[src/rtl/joe_pkg.sv]
// Shared types and constants for the joe sprite.
// Also used by the hit-box checkers and the colour mapper.
package joe_pkg;

  typedef enum logic [1:0] {
    IDLE = 2'd0,
    RUN  = 2'd1,
    HIT  = 2'd2,
    DOWN = 2'd3
  } joe_state_t;

  localparam logic [1:0] HIT_NONE = 2'b00;
  localparam logic [1:0] HIT_FALL = 2'b01;
  localparam logic [1:0] HIT_DOWN = 2'b10;

  localparam logic [7:0] KEY_SPACE = 8'h2C;

  localparam int JOE_HALF_W = 42;
  localparam int JOE_HALF_H = 46;

endpackage

[src/rtl/frame_tick_gen.sv]
// Brings vsync into the Clk domain and emits a
// one-cycle tick on its rising edge.
module frame_tick_gen (
  input  logic Clk,
  input  logic Reset_n,
  input  logic frame_clk,
  output logic tick
);

  logic r_s1;
  logic r_s2;
  logic r_s3;

  always_ff @(posedge Clk) begin
    if (!Reset_n) begin
      r_s1 <= 1'b0;
      r_s2 <= 1'b0;
      r_s3 <= 1'b0;
    end else begin
      r_s1 <= frame_clk;
      r_s2 <= r_s1;
      r_s3 <= r_s2;
    end
  end

  assign tick = r_s2 & ~r_s3;

endmodule

[src/rtl/joe_motion.sv]
// Per-frame motion and hit state for the joe sprite:
// thrust, gravity, edge clamp and obstacle hits.
module joe_motion
  import joe_pkg::*;
#(
  parameter int X_START    = 120,
  parameter int Y_START    = 240,
  parameter int Y_MIN      = 46,
  parameter int Y_MAX      = 433,
  parameter int GRAVITY    = 1,
  parameter int THRUST     = 2,
  parameter int VMAX       = 8,
  parameter int HIT_FRAMES = 60
) (
  input  logic       Clk,
  input  logic       Reset_n,
  input  logic       frame_clk,
  input  logic [7:0] keycode,
  input  logic       game_run,
  input  logic       collide,
  output logic [9:0] centerx,
  output logic [9:0] centery,
  output logic [5:0] vel_y,
  output logic [1:0] hit_joe,
  output logic       joe_dead
);

  localparam logic signed [6:0]  L_NTHR  = 7'(-THRUST);
  localparam logic signed [6:0]  L_GRAV  = 7'(GRAVITY);
  localparam logic signed [6:0]  L_VMAX  = 7'(VMAX);
  localparam logic signed [6:0]  L_NVMAX = 7'(-VMAX);
  localparam logic signed [10:0] L_YMIN  = 11'(Y_MIN);
  localparam logic signed [10:0] L_YMAX  = 11'(Y_MAX);
  localparam logic [9:0]         L_YMIN10 = 10'(Y_MIN);
  localparam logic [9:0]         L_YMAX10 = 10'(Y_MAX);
  localparam logic [9:0]         L_YST10  = 10'(Y_START);
  localparam logic [7:0]         L_HLAST  = 8'(HIT_FRAMES - 1);

  joe_state_t         r_state;
  logic [9:0]         r_cy;
  logic signed [5:0]  r_vel;
  logic [7:0]         r_timer;
  logic               r_col;

  logic               w_tick;
  logic               w_col;
  logic               w_thrust;
  logic signed [6:0]  w_vsum;
  logic signed [5:0]  w_vnext;
  logic signed [10:0] w_ynext;
  logic [9:0]         w_yclamp;
  logic signed [5:0]  w_vclamp;

  frame_tick_gen u_tick (
    .Clk      (Clk),
    .Reset_n  (Reset_n),
    .frame_clk(frame_clk),
    .tick     (w_tick)
  );

  // A collide on the tick cycle itself still counts
  assign w_col    = r_col | collide;
  assign w_thrust = (keycode == KEY_SPACE) && (r_state == RUN);
  assign w_vsum   = {r_vel[5], r_vel}
                  + (w_thrust ? L_NTHR : L_GRAV);

  always_comb begin
    w_vnext = w_vsum[5:0];
    if (w_vsum > L_VMAX)
      w_vnext = L_VMAX[5:0];
    else if (w_vsum < L_NVMAX)
      w_vnext = L_NVMAX[5:0];
  end

  assign w_ynext = {1'b0, r_cy}
                 + {{5{w_vnext[5]}}, w_vnext};

  always_comb begin
    w_yclamp = w_ynext[9:0];
    w_vclamp = w_vnext;
    if (w_ynext < L_YMIN) begin
      w_yclamp = L_YMIN10;
      w_vclamp = '0;
    end else if (w_ynext > L_YMAX) begin
      w_yclamp = L_YMAX10;
      w_vclamp = '0;
    end
  end

  always_ff @(posedge Clk) begin
    if (!Reset_n) begin
      r_state <= IDLE;
      r_cy    <= L_YST10;
      r_vel   <= '0;
      r_timer <= '0;
      r_col   <= 1'b0;
    end else begin
      r_col <= w_tick ? 1'b0 : (r_col | collide);
      if (w_tick) begin
        unique case (r_state)
          IDLE: begin
            r_cy  <= L_YST10;
            r_vel <= '0;
            if (game_run)
              r_state <= RUN;
          end
          RUN: begin
            if (!game_run) begin
              r_state <= IDLE;
              r_cy    <= L_YST10;
              r_vel   <= '0;
            end else if (w_col) begin
              r_state <= HIT;
              r_timer <= '0;
              r_vel   <= '0;
            end else begin
              r_cy  <= w_yclamp;
              r_vel <= w_vclamp;
            end
          end
          HIT: begin
            if (!game_run) begin
              r_state <= IDLE;
              r_cy    <= L_YST10;
              r_vel   <= '0;
            end else if (r_timer == L_HLAST
                || w_yclamp == L_YMAX10) begin
              r_state <= DOWN;
              r_cy    <= L_YMAX10;
              r_vel   <= '0;
            end else begin
              r_timer <= r_timer + 8'd1;
              r_cy    <= w_yclamp;
              r_vel   <= w_vclamp;
            end
          end
          DOWN: begin
            r_cy  <= L_YMAX10;
            r_vel <= '0;
            if (!game_run) begin
              r_state <= IDLE;
              r_cy    <= L_YST10;
            end
          end
        endcase
      end
    end
  end

  always_comb begin
    hit_joe = HIT_NONE;
    case (r_state)
      HIT:     hit_joe = HIT_FALL;
      DOWN:    hit_joe = HIT_DOWN;
      default: hit_joe = HIT_NONE;
    endcase
  end

  assign centerx  = 10'(X_START);
  assign centery  = r_cy;
  assign vel_y    = r_vel;
  assign joe_dead = (r_state == DOWN);

endmodule

[config.mk]
export PLATFORM = sky130hd
export DESIGN_NAME = joe_motion
export DESIGN_NICKNAME = d
export VERILOG_FILES = /design/src/rtl/joe_pkg.sv /design/src/rtl/frame_tick_gen.sv /design/src/rtl/joe_motion.sv
export SDC_FILE = /design/constraint.sdc
export NUM_CORES = 1
export LEC_CHECK = 0
export BUFFER_PORTS_ARGS = -buffer_cell sky130_fd_sc_hd__buf_2
export CORE_ASPECT_RATIO = 0.9
export CORE_MARGIN = 1.5
export CORE_UTILIZATION = 51
export CTS_CLUSTER_SIZE = 25
export DETAILED_ROUTE_END_ITERATION = 12
export PLACE_DENSITY_LB_ADDON = 0.12
export SETUP_SLACK_MARGIN = 0.4
export SLEW_MARGIN = 20
export SYNTH_ARGS = -nofsm -noshare
export SYNTH_HDL_FRONTEND = slang
export SYNTH_SLANG_ARGS = --single-unit
[constraint.sdc]
create_clock -name Clk -period 5.8 [get_ports Clk]
set_input_delay 0.87 -clock Clk [delete_from_list [all_inputs] [get_ports Clk]]
set_output_delay 0.87 -clock Clk [all_outputs]
set_load 0.005 [all_outputs]
# After elaboration in Yosys (flattened, before gate mapping)
# Cells that the tools add are included.
[word_totals]
ff_bits = 30
inputBits = 13
out_inout_bits = 29
[op_classes]
addsub = 3
order_cmp = 4
n_eq_ne = 15
n_mux = 31
bitwise = 4
n_reduce_logical = 9
[ops]
columns = ["op", "n"]
rows = [
  ["2-to-1 mux 10 bit", 6],
  ["2-to-1 mux 6 bit", 8],
  ["case mux 10 bit (4 select lines)", 1],
  ["2-to-1 mux 8 bit", 4],
  ["case mux 6 bit (3 select lines)", 1],
  ["== test 8 x 6 -> 1 bit (second input constant)", 2],
  ["case mux 8 bit (2 select lines)", 1],
  ["2-to-1 mux 2 bit", 6],
  ["!= test 2 bit (second input constant)", 6],
  ["adder 10 x 11 -> 11 bit", 1],
  ["> comparator 11 x 10 -> 1 bit (second input constant)", 1],
  ["less-than comparator 11 x 7 -> 1 bit (second input constant)", 1],
  ["== test 10 x 9 -> 1 bit (second input constant)", 1],
  ["2-to-1 mux 9 bit", 1],
  ["!= test 3 bit (second input constant)", 3],
  ["adder 8 x 1 -> 8 bit (second input constant)", 1],
  ["case mux 2 bit (4 select lines)", 1],
  ["adder 7 bit", 1],
  ["> comparator 7 x 5 -> 1 bit (second input constant)", 1],
  ["less-than comparator 7 x 4 -> 1 bit (second input constant)", 1],
  ["2-to-1 mux 7 bit", 1],
  ["AND reduction 6 bit", 1],
  ["AND reduction 5 bit", 1],
  ["== test 2 bit (second input constant)", 2],
  ["other kinds (11)", 13],
]

# Logic depth before layout (Yosys ltp)
[logic_depth]
ltp_word = 16
ltp_mapped = 28
depth_no_buf = 27

# Hierarchy
# From an unflattened synthesis, not the netlist that was laid out.
[unflattened]
cells_unflattened = 304
hier_area_um2 = 2469.9
[modules_own_cells]
columns = ["module", "n_inst", "cells_per_inst", "area_per_inst_um2", "seq_area_each_um2"]
rows = [
  ["joe_motion", 1, 297, 2377.3, 540.5],
  ["frame_tick_gen", 1, 7, 92.6, 60.1],
]

# Least setup slack after synthesis
# No wires, ideal clock.
[synth_timing]
path_kind = "input-to-reg"
start = "in keycode[0]"
end = "reg r_vel[4] (netlist: vel_y[4])"
t_arrival_ns = 5.785
slack_ns = -0.043
stages = 27
path_buffers = 1
path_cell_list = "nor4bb_1 > nand4_1 > ha_1 > inv_1 > fa_1 > nor2b_4 > o311ai_2 > a21oi_4 > inv_4 > or3_1 > a21oi_1 > a41oi_1 > nor2b_1 > ha_1 > fa_1 > nand3_1 > and2_1 > clkbuf_1 > o21ai_0 > a2bb2oi_1 > o22a_2 > xnor2_4 > o2111a_2 > a2111oi_4 > a2bb2oi_2 > nor4_2 > a21o_1"
[synth_via]
elab_chain_len = 16
elab_cells_between_ends = 22
cone_classes = "add/sub: 2; order compare: 4; eq/ne: 2; mux: 12; reduce/logical: 2"
[synth_lines]
columns = ["element", "line_no", "source"]
rows = [
  ["start, declared", "joe_motion.sv:18", "input logic [7:0] keycode,"],
  ["== test 8 x 6 -> 1 bit (*)", "joe_motion.sv:63", "assign w_thrust = (keycode == KEY_SPACE) && (r_state == RUN);"],
  ["logical AND 1 bit (*)", "joe_motion.sv:63", ""],
  ["2-to-1 mux 7 bit (*)", "joe_motion.sv:65", "+ (w_thrust ? L_NTHR : L_GRAV);"],
  ["adder 7 bit (*)", "joe_motion.sv:65", ""],
  ["less-than comparator 7 x 4 -> 1 bit", "joe_motion.sv:71", "else if (w_vsum < L_NVMAX)"],
  ["2-to-1 mux 6 bit", "joe_motion.sv:71", ""],
  ["2-to-1 mux 6 bit (*)", "joe_motion.sv:69", "if (w_vsum > L_VMAX)"],
  ["adder 10 x 11 -> 11 bit", "joe_motion.sv:76", "+ {{5{w_vnext[5]}}, w_vnext};"],
  ["> comparator 11 x 10 -> 1 bit", "joe_motion.sv:84", "end else if (w_ynext > L_YMAX) begin"],
  ["2-to-1 mux 10 bit", "joe_motion.sv:84", ""],
  ["2-to-1 mux 10 bit", "joe_motion.sv:81", "if (w_ynext < L_YMIN) begin"],
  ["== test 10 x 9 -> 1 bit", "joe_motion.sv:127", "|| w_yclamp == L_YMAX10) begin"],
  ["logical OR 1 bit", "joe_motion.sv:127", ""],
  ["2-to-1 mux 6 bit", "joe_motion.sv:126", "end else if (r_timer == L_HLAST"],
  ["2-to-1 mux 6 bit", "joe_motion.sv:122", "if (!game_run) begin"],
  ["case mux 6 bit (3 select lines) (*)", "joe_motion.sv:100", "unique case (r_state)"],
  ["end signal, assigned", "joe_motion.sv:118", "r_vel <= w_vclamp;"],
  ["end signal, assigned", "joe_motion.sv:134", "r_vel <= w_vclamp;"],
  ["end, declared", "joe_motion.sv:41", "logic signed [5:0] r_vel;"],
]
# Mark *: on every way between the ends. The rest lies on a longest branch, timed or not.
# A chain may end at the register's enable or synchronous reset.

# Worst setup path after layout
[layout_timing]
start = "in keycode[0]"
end = "reg r_cy[4] (netlist: centery[4])"
[layout_via]
elab_chain_len = 16
elab_cells_between_ends = 20
cone_classes = "add/sub: 2; order compare: 4; eq/ne: 2; mux: 10; reduce/logical: 2"
[layout_lines]
columns = ["element", "line_no", "source"]
rows = [
  ["== test 8 x 6 -> 1 bit (*)", "joe_motion.sv:63", ""],
  ["logical AND 1 bit (*)", "joe_motion.sv:63", ""],
  ["2-to-1 mux 7 bit (*)", "joe_motion.sv:65", ""],
  ["adder 7 bit (*)", "joe_motion.sv:65", ""],
  ["less-than comparator 7 x 4 -> 1 bit", "joe_motion.sv:71", ""],
  ["2-to-1 mux 6 bit", "joe_motion.sv:71", ""],
  ["2-to-1 mux 6 bit (*)", "joe_motion.sv:69", ""],
  ["adder 10 x 11 -> 11 bit (*)", "joe_motion.sv:76", ""],
  ["> comparator 11 x 10 -> 1 bit", "joe_motion.sv:84", ""],
  ["2-to-1 mux 10 bit", "joe_motion.sv:84", ""],
  ["2-to-1 mux 10 bit (*)", "joe_motion.sv:81", ""],
  ["== test 10 x 9 -> 1 bit", "joe_motion.sv:127", ""],
  ["logical OR 1 bit", "joe_motion.sv:127", ""],
  ["2-to-1 mux 10 bit", "joe_motion.sv:126", ""],
  ["2-to-1 mux 10 bit", "joe_motion.sv:122", ""],
  ["case mux 10 bit (4 select lines) (*)", "joe_motion.sv:100", ""],
  ["end signal, assigned", "joe_motion.sv:117", "r_cy <= w_yclamp;"],
  ["end signal, assigned", "joe_motion.sv:133", "r_cy <= w_yclamp;"],
  ["end, declared", "joe_motion.sv:40", "logic [9:0] r_cy;"],
]
# Mark *: on every way between the ends. The rest lies on a longest branch, timed or not. The select of a mux whose other input is x is not followed.

==> impl_metrics.toml <==
[global_routing]
grt_use_met1 = 0.319
top_usage_layer = "met2"
grt_pass1_vias = 2347
grt_pass1_wl_mm = 10.6
met2_usage = 0.411
grt_usage = 0.247
grt_max_degree = 19
antenna_found_initial = 0
gr-usage-met3 = 0.0434
grt_overflow = 0

[run]
maxCapViolCount = 0

[route]
wl_per_cell_um = 15.8
via_per_inst = 5.72
dr.pass1.iters = 4
drt_iter0_markers = 135
drtAntennaViolNets = 0
post-route-drc-count = 0
num_vias = 2513
finalWirelength_mm = 6.95

[logic_synthesis]
synthArstFlopShare = 0
ys_ff_latch = 30
synth-simple-area-share = 0.250
synthMuxAreaShare = 0.0124
yosysSeqAreaShare = 0.238
postSynthCellCount = 305
synth_xor_area_frac = 0.0789
synth_flop_cell = "dfxtp_1"
synthAdderAreaFrac = 0.104
yosysWarnings = 0
synth_top_family_by_area = "simple AND/OR/NAND/NOR gates"
synth_compound_area_frac = 0.248
synth_area_per_cell_um2 = 8.27
ys_types = 68
netlist_area_mm2 = 0.00252
synth_enable_flop_cells = 0

[placement]
io_buffers = 31
gp_congestion = 0.892
dpl.hpwl_mm = 4.63

[setup_path]
cp_slowest_cell = "fa_2"
end_kind = "flop"
path_class = "in2reg"
critPathLaunchType = "input port"
critPathArrivalTime_ns = 5.92
critPathMaxFanout = 6
slowest_delay_ns = 0.38
required_ns = 5.95

[sta]
drv_slew = 0
hold_violations = 0
worstMarginPinSlew_ns = 0.598
finalSetupTns_ns = 0
skew_ns = 0.00756
relSlewSlack = 0.601
grt_setup_unrepaired = "true"
max_freq_ghz = 0.173
setup_violations = 0
min_period_over_period = 0.995
min_period_ns = 5.77

[clocking]
cts_made_buffers = 5
clk_latency_ns = 0.29
cts_sinks = 30
cts_tree = "yes"
hold_buffers = 0
clock_path_buffers = 2
path_clk_slew_ns = 0.06
clock-root-buffer = "clkbuf_8"
htree_num_levels = 2

[power_and_ir_drop]
powerDensity_mw_per_mm2 = 114
total_power_mw = 0.399
vdd_ir_drop_max_v = 0.000134
leakagePower_nw = 1.57

[die]
die_w_um = 77.1
die_area_mm2 = 0.00538
ios = 42
start_util = 0.525
std_cell_rows = 24
coreArea_mm2 = 0.00480
die_h_um = 69.7

[cells_and_area]
fin_nets = 407
layout-drive-gt1-share = 0.396
area_growth_pct = 38.5
num_antenna_cells = 0

[hold_path]
hold_path_class = "reg2reg"

[status]
status = "complete, no violations"
## state kept, by name, indices dropped and copies added, names as in the netlist
name,flops
vel_y,6
u_tick.r_s1,1
r_timer,8
centery,10
u_tick.r_s3,1
r_col,1
u_tick.r_s2,1
r_state,2
## worst max-delay path: cells and delay by family
kind | cells | cell delay (ns)
simple gates | 7 | 1.62
compound gates | 10 | 1.68
fa+ha+maj | 2 | 0.70
buf+inv | 7 | 0.79
mux | 1 | 0.23
## Yosys cell counts (2+ instances only)
cell      instances  area (um2)
dfxtp_1          30         601
nor2_1           29         109
nand2_1          21        78.8
a21oi_1          17        85.1
ha_1             17         213
o21ai_0          15        75.1
inv_1            12        45.0
buf_4            11        82.6
nor2b_1          10        62.6
xor2_1            9        78.8
and2_1            8        50.1
nand3_1           8        40.0
xnor2_1           8        70.1
clkbuf_1          7        26.3
nand4_1           7        43.8
a21o_1            6        45.0
and3_1            6        37.5
nand2b_1          5        31.3
nand3b_1          5        37.5
o21a_1            4        30.0
or3_1             4        25.0
a211oi_1          3        22.5
a22o_1            3        26.3
a31oi_1           3        18.8
o41ai_1           3        26.3
a21boi_0          2        15.0
conb_1            2        7.51
fa_1              2        40.0
mux2i_1           2        20.0
nand4b_1          2        17.5
nor3_1            2        10.0
o211ai_1          2        15.0
o21bai_1          2        15.0
o311ai_2          2        32.5
or2_2             2        12.5
or4_1             2        15.0
## per-layer routing
metal / vias up / wire [um]
li1: 1222 / -
met1: 1185 / 3120
met2: 83 / 3320
met3: 23 / 308
met4: 0 / 204
met5: - / 0
## what timing repair did
item                                    CTS  global route
setup buffers                            12             9
gates cloned                              0             0
pin swaps                                18            37
endpoints found under the setup margin   23            24
gates resized for setup                  26            29
## power breakdown
part           switching, mW  leakage [nW]  internal (mW)  total [mW]
combinational         0.0147          1.28         0.0103      0.0251
clock                 0.0742        0.0431         0.0912       0.165
sequential          0.000843         0.243          0.208       0.209
total                 0.0898          1.57          0.309       0.399
## worst paths after layout
check	slack, ns	from	to	cells past startpoint
max	0.03	keycode[0]	centery[4]	27
min	0.44	u_tick.r_s1	u_tick.r_s2	1
max reg2reg	0.19	r_state[0]	centery[4]	27
min reg2reg	0.44	u_tick.r_s1	u_tick.r_s2	1
## cell families (layout without fill, tap and decap cells)
family,Yosys count,in the layout
xor gates and xnor gates,19,19
buffers and inverters,32,93
DFF,30,30
adders and majority gates,20,20
muxes,3,3
other,2,10
and+or+nand+nor,117,117
AOI/OAI and AO/OA,82,82
## cells in the final DEF (no fill, tap or decap), drive strengths merged, types with 6 or more instances in the layout
cell / Yosys / final
xor2: 9 / 9
dfxtp: 30 / 30
buf: 12 / 74
a21oi: 18 / 18
and3: 6 / 6
conb: 2 / 10
and2: 8 / 8
ha: 17 / 17
inv: 13 / 13
nand4: 7 / 7
xnor2: 9 / 9
o21ai: 16 / 16
nor2b: 11 / 11
clkbuf: 7 / 6
nand3: 8 / 8
nor2: 30 / 30
a21o: 6 / 6
nand2: 21 / 21
## through the flow
step / std cells / cell area (um2) / utilization / setup slack, ns / hold slack, ns
final: 439 / 3490 / 0.727 / 0.0278 / 0.439
after global routing: 439 / 3490 / 0.727 / -0.297 / 0.460
after CTS: 430 / 3270 / 0.681 / 0.244 / 0.443
after detailed placement: 412 / 2940 / 0.611 / -0.154 / 0.427
after global placement: 412 / 2940 / 0.611 / -0.0604 / 0.430
after floorplan: 313 / 2660 / - / 0.246 / 0.412
## cell type report
| class | instances | area [um2] |
|---|---|---|
| Timing Repair Buffer | 74 | 534 |
| Fill cell | 361 | 1310 |
| Inverter | 13 | 51.3 |
| Sequential cell | 30 | 601 |
| Multi-Input combinational cell | 251 | 2140 |
| Clock buffer | 6 | 82.6 |
| Tap cell | 65 | 81.3 |
(Power assumes the default switching activity.)
